===== config.mk =====
export PLATFORM = sky130hd
export DESIGN_NAME = seq_div_flat
export DESIGN_NICKNAME = d
export VERILOG_FILES = /design/src/rtl/rv_arith_pkg.sv /design/src/rtl/seq_div_if.sv /design/src/rtl/div_step.sv /design/src/rtl/seq_div.sv /design/src/flat_wrapper.sv
export SDC_FILE = /design/constraint.sdc
export NUM_CORES = 1
export LEC_CHECK = 0
export BUFFER_PORTS_ARGS = -buffer_cell sky130_fd_sc_hd__buf_2
export CAP_MARGIN = 40
export CORE_MARGIN = 1.5
export CORE_UTILIZATION = 57
export CTS_BUF_LIST = sky130_fd_sc_hd__clkbuf_4 sky130_fd_sc_hd__clkbuf_8
export DETAILED_ROUTE_END_ITERATION = 16
export PLACE_DENSITY = 0.82
export SETUP_SLACK_MARGIN = 0.5
export SLEW_MARGIN = 40
export SYNTH_ARGS = -nofsm -noshare
export SYNTH_HDL_FRONTEND = slang
export SYNTH_HIERARCHICAL = 1
export SYNTH_SLANG_ARGS = --single-unit
export TNS_END_PERCENT = 50

===== constraint.sdc =====
create_clock -name Clk -period 8.9 [get_ports Clk]
set_input_delay 0.89 -clock Clk [delete_from_list [all_inputs] [get_ports Clk]]
set_output_delay 0.89 -clock Clk [all_outputs]
set_load 0.01 [all_outputs]

===== src/rtl/rv_arith_pkg.sv =====
// Shared definitions for the execute-stage sequential arithmetic units
// (multiplier and divider): default datapath width and FSM state encodings.
package rv_arith_pkg;

    localparam int unsigned DEFAULT_WIDTH = 64;

    typedef enum logic [1:0] {
        ST_IDLE = 2'd0,
        ST_CALC = 2'd1,
        ST_DONE = 2'd2
    } arith_state_e;

    // Width of an iteration counter that must reach `width` without wrapping.
    function automatic int unsigned iter_cnt_bits(input int unsigned width);
        return $clog2(width + 1);
    endfunction

endpackage


===== src/rtl/seq_div_if.sv =====
// start/busy/done handshake bundle between the execute stage (master)
// and the sequential divider (slave).
interface seq_div_if
    import rv_arith_pkg::*;
#(
    parameter int unsigned WIDTH = DEFAULT_WIDTH
) ();

    logic             start;
    logic [WIDTH-1:0] a;
    logic [WIDTH-1:0] b;
    logic             busy;
    logic             done;
    logic [WIDTH-1:0] q;
    logic [WIDTH-1:0] r;

    modport master (
        output start, a, b,
        input  busy, done, q, r
    );

    modport slave (
        input  start, a, b,
        output busy, done, q, r
    );

endinterface


===== src/rtl/div_step.sv =====
// One radix-2 restoring division step: shift in the next dividend bit,
// try to subtract the divisor, keep the difference if it did not borrow.
module div_step
    import rv_arith_pkg::*;
#(
    parameter int unsigned WIDTH = DEFAULT_WIDTH
) (
    input  logic [WIDTH-1:0] rem_i,
    input  logic             din_i,
    input  logic [WIDTH-1:0] divisor_i,
    output logic [WIDTH-1:0] rem_o,
    output logic             q_bit_o
);

    logic [WIDTH:0] partial;
    logic [WIDTH:0] trial;

    // rem_i < divisor_i always holds, so partial < 2*divisor and the top
    // bit of the WIDTH+1-bit difference is exactly the borrow.
    always_comb begin
        partial = {rem_i, din_i};
        trial   = partial - {1'b0, divisor_i};
        q_bit_o = ~trial[WIDTH];
        rem_o   = q_bit_o ? trial[WIDTH-1:0] : partial[WIDTH-1:0];
    end

endmodule


===== src/rtl/seq_div.sv =====
// Sequential unsigned divider: one quotient bit per clock using div_step,
// RISC-V DIVU/REMU divide-by-zero results, start/busy/done handshake.
module seq_div
    import rv_arith_pkg::*;
#(
    parameter int unsigned WIDTH = DEFAULT_WIDTH
) (
    input  logic      Clk,
    input  logic      Rst,
    seq_div_if.slave  bus
);

    localparam int unsigned          CNT_W     = iter_cnt_bits(WIDTH);
    localparam logic [CNT_W-1:0]     LAST_ITER = CNT_W'(WIDTH - 1);

    arith_state_e       state_q, state_d;
    logic               busy_q, busy_d;
    logic               done_q, done_d;
    logic [WIDTH-1:0]   q_q, q_d;
    logic [WIDTH-1:0]   r_q, r_d;
    logic [WIDTH-1:0]   divisor_q, divisor_d;
    logic [2*WIDTH-1:0] work_q, work_d;
    logic [CNT_W-1:0]   cnt_q, cnt_d;

    logic [WIDTH-1:0]   step_rem;
    logic               step_qbit;
    logic [2*WIDTH-1:0] work_next;

    div_step #(
        .WIDTH (WIDTH)
    ) u_step (
        .rem_i     (work_q[2*WIDTH-1:WIDTH]),
        .din_i     (work_q[WIDTH-1]),
        .divisor_i (divisor_q),
        .rem_o     (step_rem),
        .q_bit_o   (step_qbit)
    );

    // High half: partial remainder; low half: remaining dividend bits
    // shifted up while quotient bits fill in from the bottom.
    assign work_next = {step_rem, work_q[WIDTH-2:0], step_qbit};

    always_comb begin
        // NOTE: every _d signal gets a default before the case so no path
        // through this block can infer a latch.
        state_d   = state_q;
        busy_d    = busy_q;
        done_d    = 1'b0;
        q_d       = q_q;
        r_d       = r_q;
        divisor_d = divisor_q;
        work_d    = work_q;
        cnt_d     = cnt_q;

        unique case (state_q)
            ST_IDLE, ST_DONE: begin
                if (bus.start) begin
                    divisor_d = bus.b;
                    work_d    = {{WIDTH{1'b0}}, bus.a};
                    cnt_d     = '0;
                    busy_d    = 1'b1;
                    state_d   = ST_CALC;
                end else begin
                    state_d   = ST_IDLE;
                end
            end

            ST_CALC: begin
                if (divisor_q == '0) begin
                    // A zero divisor resolves in its first CALC cycle, so
                    // done still rises on the edge after acceptance.
                    q_d     = '1;
                    r_d     = work_q[WIDTH-1:0];
                    done_d  = 1'b1;
                    busy_d  = 1'b0;
                    state_d = ST_DONE;
                end else begin
                    work_d = work_next;
                    cnt_d  = cnt_q + 1'b1;
                    if (cnt_q == LAST_ITER) begin
                        q_d     = work_next[WIDTH-1:0];
                        r_d     = work_next[2*WIDTH-1:WIDTH];
                        done_d  = 1'b1;
                        busy_d  = 1'b0;
                        state_d = ST_DONE;
                    end
                end
            end

            default: begin
                busy_d  = 1'b0;
                state_d = ST_IDLE;
            end
        endcase
    end

    always_ff @(posedge Clk) begin
        // NOTE: sequential state is written only with non-blocking
        // assignments so every flop samples pre-edge values.
        if (!Rst) begin
            state_q   <= ST_IDLE;
            busy_q    <= 1'b0;
            done_q    <= 1'b0;
            q_q       <= '0;
            r_q       <= '0;
            divisor_q <= '0;
            // NOTE: the working register is cleared like any other flop so
            // an aborted run leaves no stale partial remainder behind.
            work_q    <= '0;
            cnt_q     <= '0;
        end else begin
            state_q   <= state_d;
            busy_q    <= busy_d;
            done_q    <= done_d;
            q_q       <= q_d;
            r_q       <= r_d;
            divisor_q <= divisor_d;
            work_q    <= work_d;
            cnt_q     <= cnt_d;
        end
    end

    assign bus.busy = busy_q;
    assign bus.done = done_q;
    assign bus.q    = q_q;
    assign bus.r    = r_q;

endmodule

===== src/flat_wrapper.sv =====
// flat-port wrapper written by rule: the top's interface ports become plain ports
module seq_div_flat import rv_arith_pkg::*;
#(
    parameter int unsigned WIDTH = DEFAULT_WIDTH
)
  (Clk, Rst, bus_start, bus_a, bus_b, bus_busy, bus_done, bus_q, bus_r);
  seq_div_if #(.WIDTH(WIDTH)) bus_i ();
  input  logic Clk;
  input  logic Rst;
  input wire logic [$bits(bus_i.start)-1:0] bus_start;
  input wire logic [$bits(bus_i.a)-1:0] bus_a;
  input wire logic [$bits(bus_i.b)-1:0] bus_b;
  output wire logic [$bits(bus_i.busy)-1:0] bus_busy;
  output wire logic [$bits(bus_i.done)-1:0] bus_done;
  output wire logic [$bits(bus_i.q)-1:0] bus_q;
  output wire logic [$bits(bus_i.r)-1:0] bus_r;
  assign bus_i.start = bus_start;
  assign bus_i.a = bus_a;
  assign bus_i.b = bus_b;
  assign bus_busy = bus_i.busy;
  assign bus_done = bus_i.done;
  assign bus_q = bus_i.q;
  assign bus_r = bus_i.r;
  seq_div #(.WIDTH(WIDTH)) u_core (.Clk(Clk), .Rst(Rst), .bus(bus_i));
endmodule

==> Word-level counts from Yosys, hierarchy flattened <==
Index checks and enable logic that the tools add are counted.
{ "word_totals": {"regBits": 331, "inputBits": 131} }
{ "op_classes": {"n_addsub": 2, "n_eq_ne": 6, "n_mux": 21, "n_bitwise": 1, "reduce_logical": 10} }
{ "ops": {"columns": ["op", "count"], "rows": [
  ["$mux W64", 5],
  ["$mux W128", 2],
  ["$pmux W128 S2", 1],
  ["$sub A65 B64 Y65", 1],
  ["$logic_not A64 Y1", 1],
  ["$mux W7", 2],
  ["$pmux W7 S2", 1],
  ["$reduce_and A2 Y1", 4],
  ["$add A7 B1 Y7 const B", 1],
  ["$eq A7 B6 Y1 const B", 1],
  ["$mux W1", 6],
  ["$mux W2", 2],
  ["$ne A2 B2 Y1 const B", 2],
  ["$pmux W2 S2", 1],
  ["$reduce_bool A2 Y1", 2],
  ["$ne A3 B1 Y1 const B", 1],
  ["$reduce_and A3 Y1", 1],
  ["$eq A2 B1 Y1 const B", 1],
  ["$eq A2 B2 Y1 const B", 1],
  ["$logic_not A2 Y1", 1],
  ["$pmux W1 S2", 1],
  ["$reduce_or A2 Y1", 1],
  ["$not A1 Y1", 1]
]} }

==> Longest topological paths before layout <==
Gate-level depths: netlist (run 1).
{ "logic_depth": {"ltp_word": 4, "mapped_depth": 19, "depth_no_buf": 17} }

==> Cells and area by module <==
Netlist (run 1), hierarchy kept.
{ "by_module_without_submodules": {"columns": ["mod", "instances", "cells_per_inst", "area_each_um2", "seq_area_each_um2"], "rows": [
  ["seq_div", 1, 1597, 13524.2, 6626.4],
  ["div_step", 1, 667, 4883.4, 0.0]
]} }

==> Worst setup path after synthesis (run 1) <==
No wires, ideal clock.
{ "synth_path": {"path_type": "register to register", "startpoint": "reg u_core.work_q[63]", "endpoint": "reg u_core.r_q[0], in the netlist u_core/bus.r[0]", "setup_time_ns": 0.074, "arrival_ns": 3.776, "required_ns": 8.826, "slack_ns": 5.050, "stages_incl_launch_ff": 20, "period_less_slack_ns": 3.850, "cell_sequence": "dfxtp_1 > inv_1 > ha_1 > fa_1 > nor2b_1 > o2111a_1 > o2111a_1 > a211oi_2 > o2111ai_1 > a221oi_4 > o31ai_4 > a31oi_4 > o31ai_1 > xor2_1 > buf_6 > buf_6 > mux2i_1 > nand3_1 > a21o_1 > a31oi_1"} }
{ "synth_via": {"elab_chain_len": 4} }
{ "synth_rtl": {"columns": ["item", "line_no", "source"], "rows": [
  ["start, declared", "seq_div.sv:22", "logic [2*WIDTH-1:0] work_q, work_d;"],
  ["start signal, assigned", "seq_div.sv:118", "work_q <= work_d;"],
  ["$sub A65 B64 Y65", "div_step.sv:22", "trial = partial - {1'b0, divisor_i};"],
  ["$mux W64 *", "div_step.sv:24", "rem_o = q_bit_o ? trial[WIDTH-1:0] : partial[WIDTH-1:0];"],
  ["net u_core.step_rem[0]", "seq_div.sv:25", "logic [WIDTH-1:0] step_rem;"],
  ["$mux W64 *", "seq_div.sv:80", "if (cnt_q == LAST_ITER) begin"],
  ["$mux W64 *", "seq_div.sv:69", "if (divisor_q == '0) begin"],
  ["end signal, assigned", "seq_div.sv:116", "r_q <= r_d;"],
  ["end, declared", "seq_div.sv:20", "logic [WIDTH-1:0] r_q, r_d;"]
]} }
Mark *: on every way through the listed nets, which the timed path passes. The rest lies on a longest branch. The select of a mux whose other input is x is not followed.
A chain may end at the register's enable or synchronous reset.

==> Final worst setup path (run 1) <==
{ "layout_path": {"startpoint": "reg u_core.work_q[63]", "endpoint": "reg u_core.r_q[11], in the netlist u_core/bus.r[11]"} }
{ "layout_via": {"elab_chain_len": 4} }
{ "layout_rtl": {"columns": ["item", "line_no"], "rows": [
  ["$sub A65 B64 Y65", "div_step.sv:22"],
  ["$mux W64", "div_step.sv:24"],
  ["net u_core.step_rem[11]", "seq_div.sv:25"],
  ["$mux W64", "seq_div.sv:80"],
  ["$mux W64", "seq_div.sv:69"]
]} }
The timed path passes the listed nets, and every way through them passes these cells. The select of a mux whose other input is x is not followed.

==> summary.md, run 1 <==
| Metric | Value |
|---|---|
| Post-cts gate resize count | 0 |
| Critical Path RT | 9370 ps |
| Antenna violations before repair | 1 |
| GRT overflow | 0 |
| TritonCTS clock tree | built |
| Clk_skew | 17.50 ps |
| Tmin final | 5070 ps |
| Synth Cell Area | 18410 sq um |
| Worst-Margin Slew | 867.8 ps |
| GRT Total Usage | 33.17% |
| Sequential fraction of the synthesis area | 36.00% |
| Worst rel slew slack | 42.15% |
| Number of buffers created by CTS | 55 |
| Initial Utilization | 58.18% |
| Syn avg cell area | 8.131 sq um |
| Int Pwr | 5.002 mW |
| Die H | 182.7 um |
| Setup TNS | 0 ps |
| Via density | 6.406 |
| H-tree depth | 2 |
| RD Place Congestion | 0.9377 |
| DIE AREA | 33380 sq um |
| Crit path DAT | 5540 ps |
| Largest net degree at the start of global routing | 202 |
| Largest family of logic cells by synthesized area | compound AO/OA/AOI/OAI gates |
| Leak | 8.743 nW |
| Synth Instances | 2264 |
| RSZ-0062 raised after global routing | no |
| Routed Antenna Nets | 0 |
| Crit. End Element | register |
| Iter 0 DRT Violations | 1493 |
| Residual DRC count | 0 |
| Complex-gate fraction of the synthesized area | 24.62% |
| Reg power frac | 21.0% |
| Via count | 18162 |
| Post-Synth Simple-Gate Area | 20.77% |
| Final Slew Violations | 0 |
| Root buffer cell | clkbuf_8 |
| EDFF count, synth | 0 |
| Max clock buf depth | 3 |
| Post-Synth Adder-Cell Area | 4.527% |
| Setup-failing EPs final | 0 |
| Post-synthesis xor/xnor area fraction | 2.902% |
| CP Max Fanout | 66 |
| Sequential Area | 6626 sq um |
| Post-CTS setup buffers | 0 |
| Filler Cells Inserted | 2616 |
| # rows | 65 |
| WL per Instance | 20.19 um |
| Worst-skew pair later-pin latency | 630 ps |
| Fraction of registers with async set/reset | 0% |
| Status | complete, no violations |
| Cts hold-fix bufs | 0 |
| DP HPWL | 38610 um |
| Number of top-level pins | 261 |
| Fmax | 0.1972 GHz |
| Multi-input gate area | 10700 sq um |
| Maxcap violations | 0 |
| P&R area growth vs syn | 13.66% |
| Placeable Area | 31640 sq um |
| Fin crit share | 56.97% |
| Sw Pwr | 3.706 mW |
| Post-synth top area cell | dfxtp_1 |
| Drt pass-1 iters | 11 |
| Kind of critical path | reg -> reg |
| Vias in the first global route | 17122 |
| Total clock sinks | 331 |
| Global-route wire length before repair | 89610 um |
| Synth top area share | 36.00% |
| Final wirelength | 57240 um |
| Clock slew at reported path FFs | 60 ps |
| Dpl ws | 3948 ps |
| Final nets | 2585 |
| Total number of yosys warnings | 6 |
| Clock network power share | 18.2% |
| Die W | 182.7 um |
| Worst setup margin | 3830 ps |
| Cell Pwr Density | 416.2 nW/um^2 |
| Netlist cell types | 69 |
| Sw frac | 42.56% |
| Top cells by area, synth | dfxtp_1, o221a_2, nand2_1 |
| Main synth FF type | dfxtp_1 |
| Yosys reg bits | 331 |
| Layout cell share with drive strength beyond 1 | 24.02% |
| Worst vdd ir | 0.5950 mV |
| Combinational power share | 60.8% |
| CP startpoint kind | register |
| Mux cell area share after synthesis | 4.887% |
| Hold Crit Class | reg -> reg |
| # port buffers | 260 |
| Syn Nets | 2461 |
| Final hold vios | 0 |
-- routing by layer --
layer	up-vias	routed length, um	GRT usage (%)
met5	-	0	0
met4	0	3256	18.15
met3	196	3958	5.668
met2	811	27500	56.98
met1	8676	22530	39.39
li1	8479	-	-
-- worst max-delay path: stages (launching register included) --
cell and delay [ps]:
dfxtp_1 350, inv_1 70, ha_1 220, fa_1 410
nor2b_1 190, o2111a_1 250, o2111a_1 210, a211oi_2 70
o2111ai_1 170, a221oi_4 150, o31ai_4 430, a31oi_4 170
o31ai_1 570, xor2_4 180, buf_6 660, mux2_2 430
nand3_1 90, a21o_1 130, a31oi_1 80
-- sequential cells by signal (all words and copies together) (netlist names) --
name              flops
u_core/divisor_q     64
u_core/bus.done       1
u_core/bus.busy       1
u_core/cnt_q          7
u_core/work_q       128
u_core/bus.r         64
u_core/state_q        2
u_core/bus.q         64
-- placed cells by master (no fill, tap or decap), types with 24 or more instances in the layout --
master    Yosys  final
a21o_1      100    100
a21oi_1     134    134
a31oi_1      71     71
buf_2        23    259
clkbuf_8      0     76
dfxtp_1     331    331
ha_1         65     65
inv_1        77     77
mux2_4       46     46
nand2_1     301    300
nand3_1     212    211
nand4_1      95     95
nor2_1      163    162
o21ai_0     103    103
o221a_2     123    123
xnor2_1      36     36
xor2_1       25     24
-- worst paths after layout --
path	start	end	slack, ps	cells past startpoint
min reg2reg	u_core/divisor_q[59]	u_core/divisor_q[59]	470	2
max	u_core/work_q[63]	u_core/bus.r[11]	3830	18
max reg2reg	u_core/work_q[63]	u_core/bus.r[11]	3830	18
min	u_core/divisor_q[59]	u_core/divisor_q[59]	470	2
-- cell families after synthesis --
logic type	Yosys count
simple gates	836
compound gates	616
flops	331
buf+inv	289
fa+ha+maj	66
mux	65
xor+xnor	61
-- final cells by class --
| type | instances | area share (%) |
|---|---|---|
| multi-input cells | 1644 | 51.13 |
| flip-flops and latches | 331 | 31.67 |
| repair buffers | 278 | 7.063 |
| clock buffers | 90 | 5.502 |
| well taps | 402 | 2.404 |
| inverters | 78 | 1.423 |
| clock inverters | 10 | 0.7834 |
| diodes | 2 | 0.02392 |
-- power by group through the flow --
stage | sequential (mW) | combinational [mW] | clock [mW]
global route | 1.84 | 5.63 | 1.67
detailed placement | 1.85 | 5.13 | 0
CTS | 1.82 | 5.17 | 1.60
floorplan | 1.76 | 4.16 | 0
finish | 1.83 | 5.30 | 1.58
global placement | 1.85 | 5.12 | 0
-- per-stage QoR --
| step | area (sq um) | instances | utilization [%] | hold WS (ps) | total power, mW |
|---|---|---|---|---|---|
| 3_5_place_dp | 19600 | 2733 | 61.95 | 465.0 | 6.978 |
| 2_1_floorplan | 18410 | 2264 | - | 449.0 | 5.924 |
| 6_report | 20920 | 2835 | 66.13 | 468.6 | 8.708 |
| 4_1_cts | 20910 | 2833 | 66.11 | 458.6 | 8.589 |
| 5_1_grt | 20920 | 2833 | 66.12 | 487.4 | 9.128 |
| 3_3_place_gp | 19580 | 2733 | 61.89 | 459.3 | 6.963 |
-- synth_stat cells, types with 3 or more instances --
cell	n
dfxtp_1	331
nand2_1	301
nand3_1	212
nor2_1	163
clkbuf_1	160
a21oi_1	134
o221a_2	123
o21ai_0	103
a21o_1	100
nand4_1	95
inv_1	77
a31oi_1	71
ha_1	65
mux2_4	46
xnor2_1	36
xor2_1	25
buf_2	23
buf_1	21
nor4_1	16
o21a_1	16
mux2_2	15
nor2b_1	12
o21bai_1	12
nand2b_1	9
nor3_1	7
buf_6	6
o221a_1	5
o31ai_1	5
a211oi_1	4
a21boi_0	4
and4_1	4
mux2i_1	4
o41ai_1	4
or4_1	4
and2_1	3
o2111a_1	3
o211ai_1	3
Note: power is estimated with default switching activity, not from simulation.
==> run 2, diff against run 1 <==
ABC_AREA = 1   (was unset)
PLACE_DENSITY = 0.81   (was 0.82)
clock period = 5.1 ns   (was 8.9 ns; I/O delays follow)
==> run 2 against run 1 <==
- critical path depth rose by 5
- non-clock buffer count fell by 1
- largest power group unchanged
- highest routed layer unchanged
- cell count up 55%
- first-iteration DRC count grew 63%
- synthesized cell count up 63%
- largest cell class unchanged
==> summary.md, run 2 <==
| Metric | Value |
|---|---|
| Maxcap violations | 0 (unchanged) |
| Worst setup margin | 1452 ps (-2378 ps) |
| Largest net degree at the start of global routing | 116 (-43%) |
| Hold Crit Class | in -> reg |
| Clock network power share | 29.8% (+12 points) |
| Antenna violations before repair | 0 (-1) |
| Setup TNS | 0 ps (unchanged) |
| Filler Cells Inserted | 3651 (+40%) |
| CP Max Fanout | 37 (-44%) |
| DIE AREA | 38850 sq um (+16%) |
| Max reg flops | 128 (unchanged) |
| Placeable Area | 36870 sq um (+17%) |
| Post-CTS setup buffers | 0 (unchanged) |
| Delay-heaviest family, CP | simple AND/OR/NAND/NOR gates |
| TritonCTS clock tree | built |
| P&R area growth vs syn | 11.66% |
| Top cells by area, synth | dfxtp_1, nand2_1, inv_1 |
| Hold path start | bus_b[34] |
| Residual DRC count | 0 (unchanged) |
| Worst-path cell chain | inv_1, ha_1, fa_1, inv_1, nand2_1, nand2_1, nand3_1, nand2_2, nand2_1, nand2_2, nand2_1, nand2_2, nand2_2, nand2_1, nand2_1, nand2_2, buf_12, nand2_1, nand2_1, nand2_1, o21ai_0, nor2_1, nor2_1 |
| WL per Instance | 16.58 um (-18%) |
| CP Launch Point | u_core/work_q[63] |
| Sequential fraction of the synthesis area | 30.85% (-5.1 points) |
| R2r startpoint | u_core/work_q[63] |
| Total clock sinks | 331 (unchanged) |
| Max clock buf depth | 3 (unchanged) |
| Vias in the first global route | 20617 (+20%) |
| Kind of critical path | reg -> reg |
| GRT Total Usage | 36.84% (+3.7 points) |
| Root buffer cell | clkbuf_8 |
| Routed Antenna Nets | 0 (unchanged) |
| Post-DP Area | 22730 sq um (+16%) |
| Post-Synth Adder-Cell Area | 3.880% (-0.65 points) |
| EDFF count, synth | 0 (unchanged) |
| Netlist cell types | 34 (-51%) |
| Final nets | 4045 (+56%) |
| Top Layer Used | met4 |
| H-tree depth | 2 (unchanged) |
| Largest family of logic cells by synthesized area | simple AND/OR/NAND/NOR gates |
| Slowest cell on the critical path | nand2_2 |
| Number of top-level pins | 261 (unchanged) |
| # port buffers | 260 (unchanged) |
| Final wirelength | 72850 um (+27%) |
| Met2 wire length | 29710 um (+8.0%) |
| Sw frac | 41.44% (-1.1 points) |
| Worst-skew pair later-pin latency | 690 ps (+60 ps) |
| Synth Cell Area | 21480 sq um (+17%) |
| Tmin final | 3648 ps (-1422 ps) |
| Dpl ws | 1562 ps (-2386 ps) |
| Complex-gate fraction of the synthesized area | 11.65% (-13 points) |
| Most frequent cells in the layout | nand2_1, inv_1, nor2_1, dfxtp_1, buf_2 |
| Total number of yosys warnings | 6 (unchanged) |
| RD Place Congestion | 1.036 (+10%) |
| Mux cell area share after synthesis | 0% (-4.9 points) |
| Post-synthesis xor/xnor area fraction | 1.264% (-1.6 points) |
| GRT overflow | 0 (unchanged) |
| Global-route wire length before repair | 112400 um (+25%) |
| Fmax | 0.2741 GHz (+39%) |
| Syn Nets | 3888 (+58%) |
| Clk_skew | 49.23 ps (+31.73 ps) |
| # rows | 70 (+7.7%) |
| Buffer and inverter count on the worst path | 3 (+1) |
| Leak | 12.76 nW (+46%) |
| Crit. End Element | register |
| Synth Instances | 3691 (+63%) |
| Post-synth top area cell | dfxtp_1 |
| Most common cell after layout, fill and taps aside | nand2_1 |
| Fraction of registers with async set/reset | 0% (unchanged) |
| Post-cts gate resize count | 0 (unchanged) |
| Clock slew at reported path FFs | 80 ps (+20 ps) |
| Top post-synthesis cells by count | nand2_1, inv_1, nor2_1 |
| Critical Path RT | 5690 ps (-3680 ps) |
| Most used cell, CP | nand2_1 |
| Worst vdd ir | 0.2022 mV (-66%) |
| Initial Utilization | 58.25% (+0.064 points) |
| Combinational power share | 37.8% (-23 points) |
| CP peak stage delay | 570 ps (-90 ps) |
| RSZ-0062 raised after global routing | no |
| Met3 Routed Length | 8435 um (+110%) |
| Fin crit share | 71.53% (+15 points) |
| DP HPWL | 53780 um (+39%) |
| Via count | 23409 (+29%) |
| Count leader, synth | nand2_1 |
| Final Slew Violations | 0 (unchanged) |
| Synth top area share | 30.85% (-5.1 points) |
| CP startpoint kind | register |
| Worst rel slew slack | 45.53% (+3.4 points) |
| Via density | 5.327 (-17%) |
| Sw Pwr | 3.668 mW (-1.0%) |
| Crit path DAT | 4240 ps (-1300 ps) |
| Worst-Margin Slew | 817.1 ps (-50.69 ps) |
| Status | complete, no violations |
| Fin area | 23980 sq um (+15%) |
| Final hold vios | 0 (unchanged) |
| # diodes | 0 (-2) |
| Reg power frac | 32.4% (+11 points) |
| Cell Pwr Density | 369.1 nW/um^2 (-11%) |
| Cts hold-fix bufs | 0 (unchanged) |
| Int Pwr | 5.184 mW (+3.6%) |
| Die H | 197.1 um (+7.9%) |
| Met1 WL | 32440 um (+44%) |
| Main synth FF type | dfxtp_1 |
| Drt pass-1 iters | 6 (-5) |
| Post-Synth Simple-Gate Area | 39.06% (+18 points) |
| Iter 0 DRT Violations | 2440 (+63%) |
| Setup-failing EPs final | 0 (unchanged) |
| Syn avg cell area | 5.819 sq um (-28%) |
| Number of buffers created by CTS | 56 (+1.8%) |
| Layout cell share with drive strength beyond 1 | 11.23% (-13 points) |
| Yosys reg bits | 331 (unchanged) |
| Die W | 197.1 um (+7.9%) |
| Largest Register | u_core/work_q |
[run 2: per-stage QoR]
step                utilization, %  total power [mW]  instances  hold slack (ps)
global route                 65.04             9.353       4394            74.58
global placement             61.59             6.130       4293            454.0
detailed placement           61.64             6.129       4293            461.5
floorplan                        -             5.241       3691            470.8
finish                       65.04             8.852       4394            62.90
CTS                          64.95             8.755       4393            29.90
[run 2: path summary, 6_finish.rpt]
| kind | endpoint | slack [ps] | cells past startpoint |
|---|---|---|---|
| min | u_core/divisor_q[34] | 60 | 3 |
| max reg2reg | u_core/bus.r[45] | 1450 | 23 |
| min reg2reg | u_core/bus.q[36] | 470 | 2 |
| max | u_core/bus.r[45] | 1450 | 23 |
[run 2: power groups by stage]
stage | clock network (mW) | logic (mW) | registers (mW)
after floorplan | 0 | 2.39 | 2.85
after CTS | 2.66 | 3.24 | 2.86
final | 2.64 | 3.35 | 2.87
after global placement | 0 | 3.22 | 2.91
after detailed placement | 0 | 3.22 | 2.91
after global routing | 2.77 | 3.71 | 2.88
[run 2: routing by layer]
layer | GRT usage, % | vias to the layer above
li1 | - | 11713
met1 | 54.20 | 10329
met2 | 53.63 | 1237
met3 | 6.317 | 130
met4 | 13.29 | 0
met5 | 0 | -
[run 2: final cells by class]
| type | instances | area [sq um] | area share, % |
|---|---|---|---|
| timing repair buffer | 277 | 1464 | 6.104 |
| inverter | 534 | 2014 | 8.400 |
| multi-input combinational | 2648 | 12030 | 50.14 |
| clock inverter | 9 | 137.6 | 0.5739 |
| clock buffer | 91 | 1084 | 4.518 |
| tap | 504 | 630.6 | 2.630 |
| sequential | 331 | 6626 | 27.63 |
[run 2: cells by family after synthesis]
logic type               count (synthesis)
AO/OA/AOI/OAI                          496
flip-flops                             331
XOR/XNOR                                31
AND/OR/NAND/NOR                       2055
buffers and inverters                  712
adder cells (fa/ha/maj)                 66
[run 2: worst reg2reg max path: stages, from the launching register on]
cell and delay (ps):
dfxtp_1 380, inv_1 60, ha_1 240, fa_1 430, inv_1 100, nand2_1 50, nand2_1 60, nand3_1 80
nand2_2 110, nand2_1 70, nand2_2 110, nand2_1 80, nand2_2 90, nand2_2 70, nand2_1 80, nand2_1 60
nand2_2 570, buf_12 300, nand2_1 120, nand2_1 140, nand2_1 70, o21ai_0 110, nor2_1 60, nor2_1 130
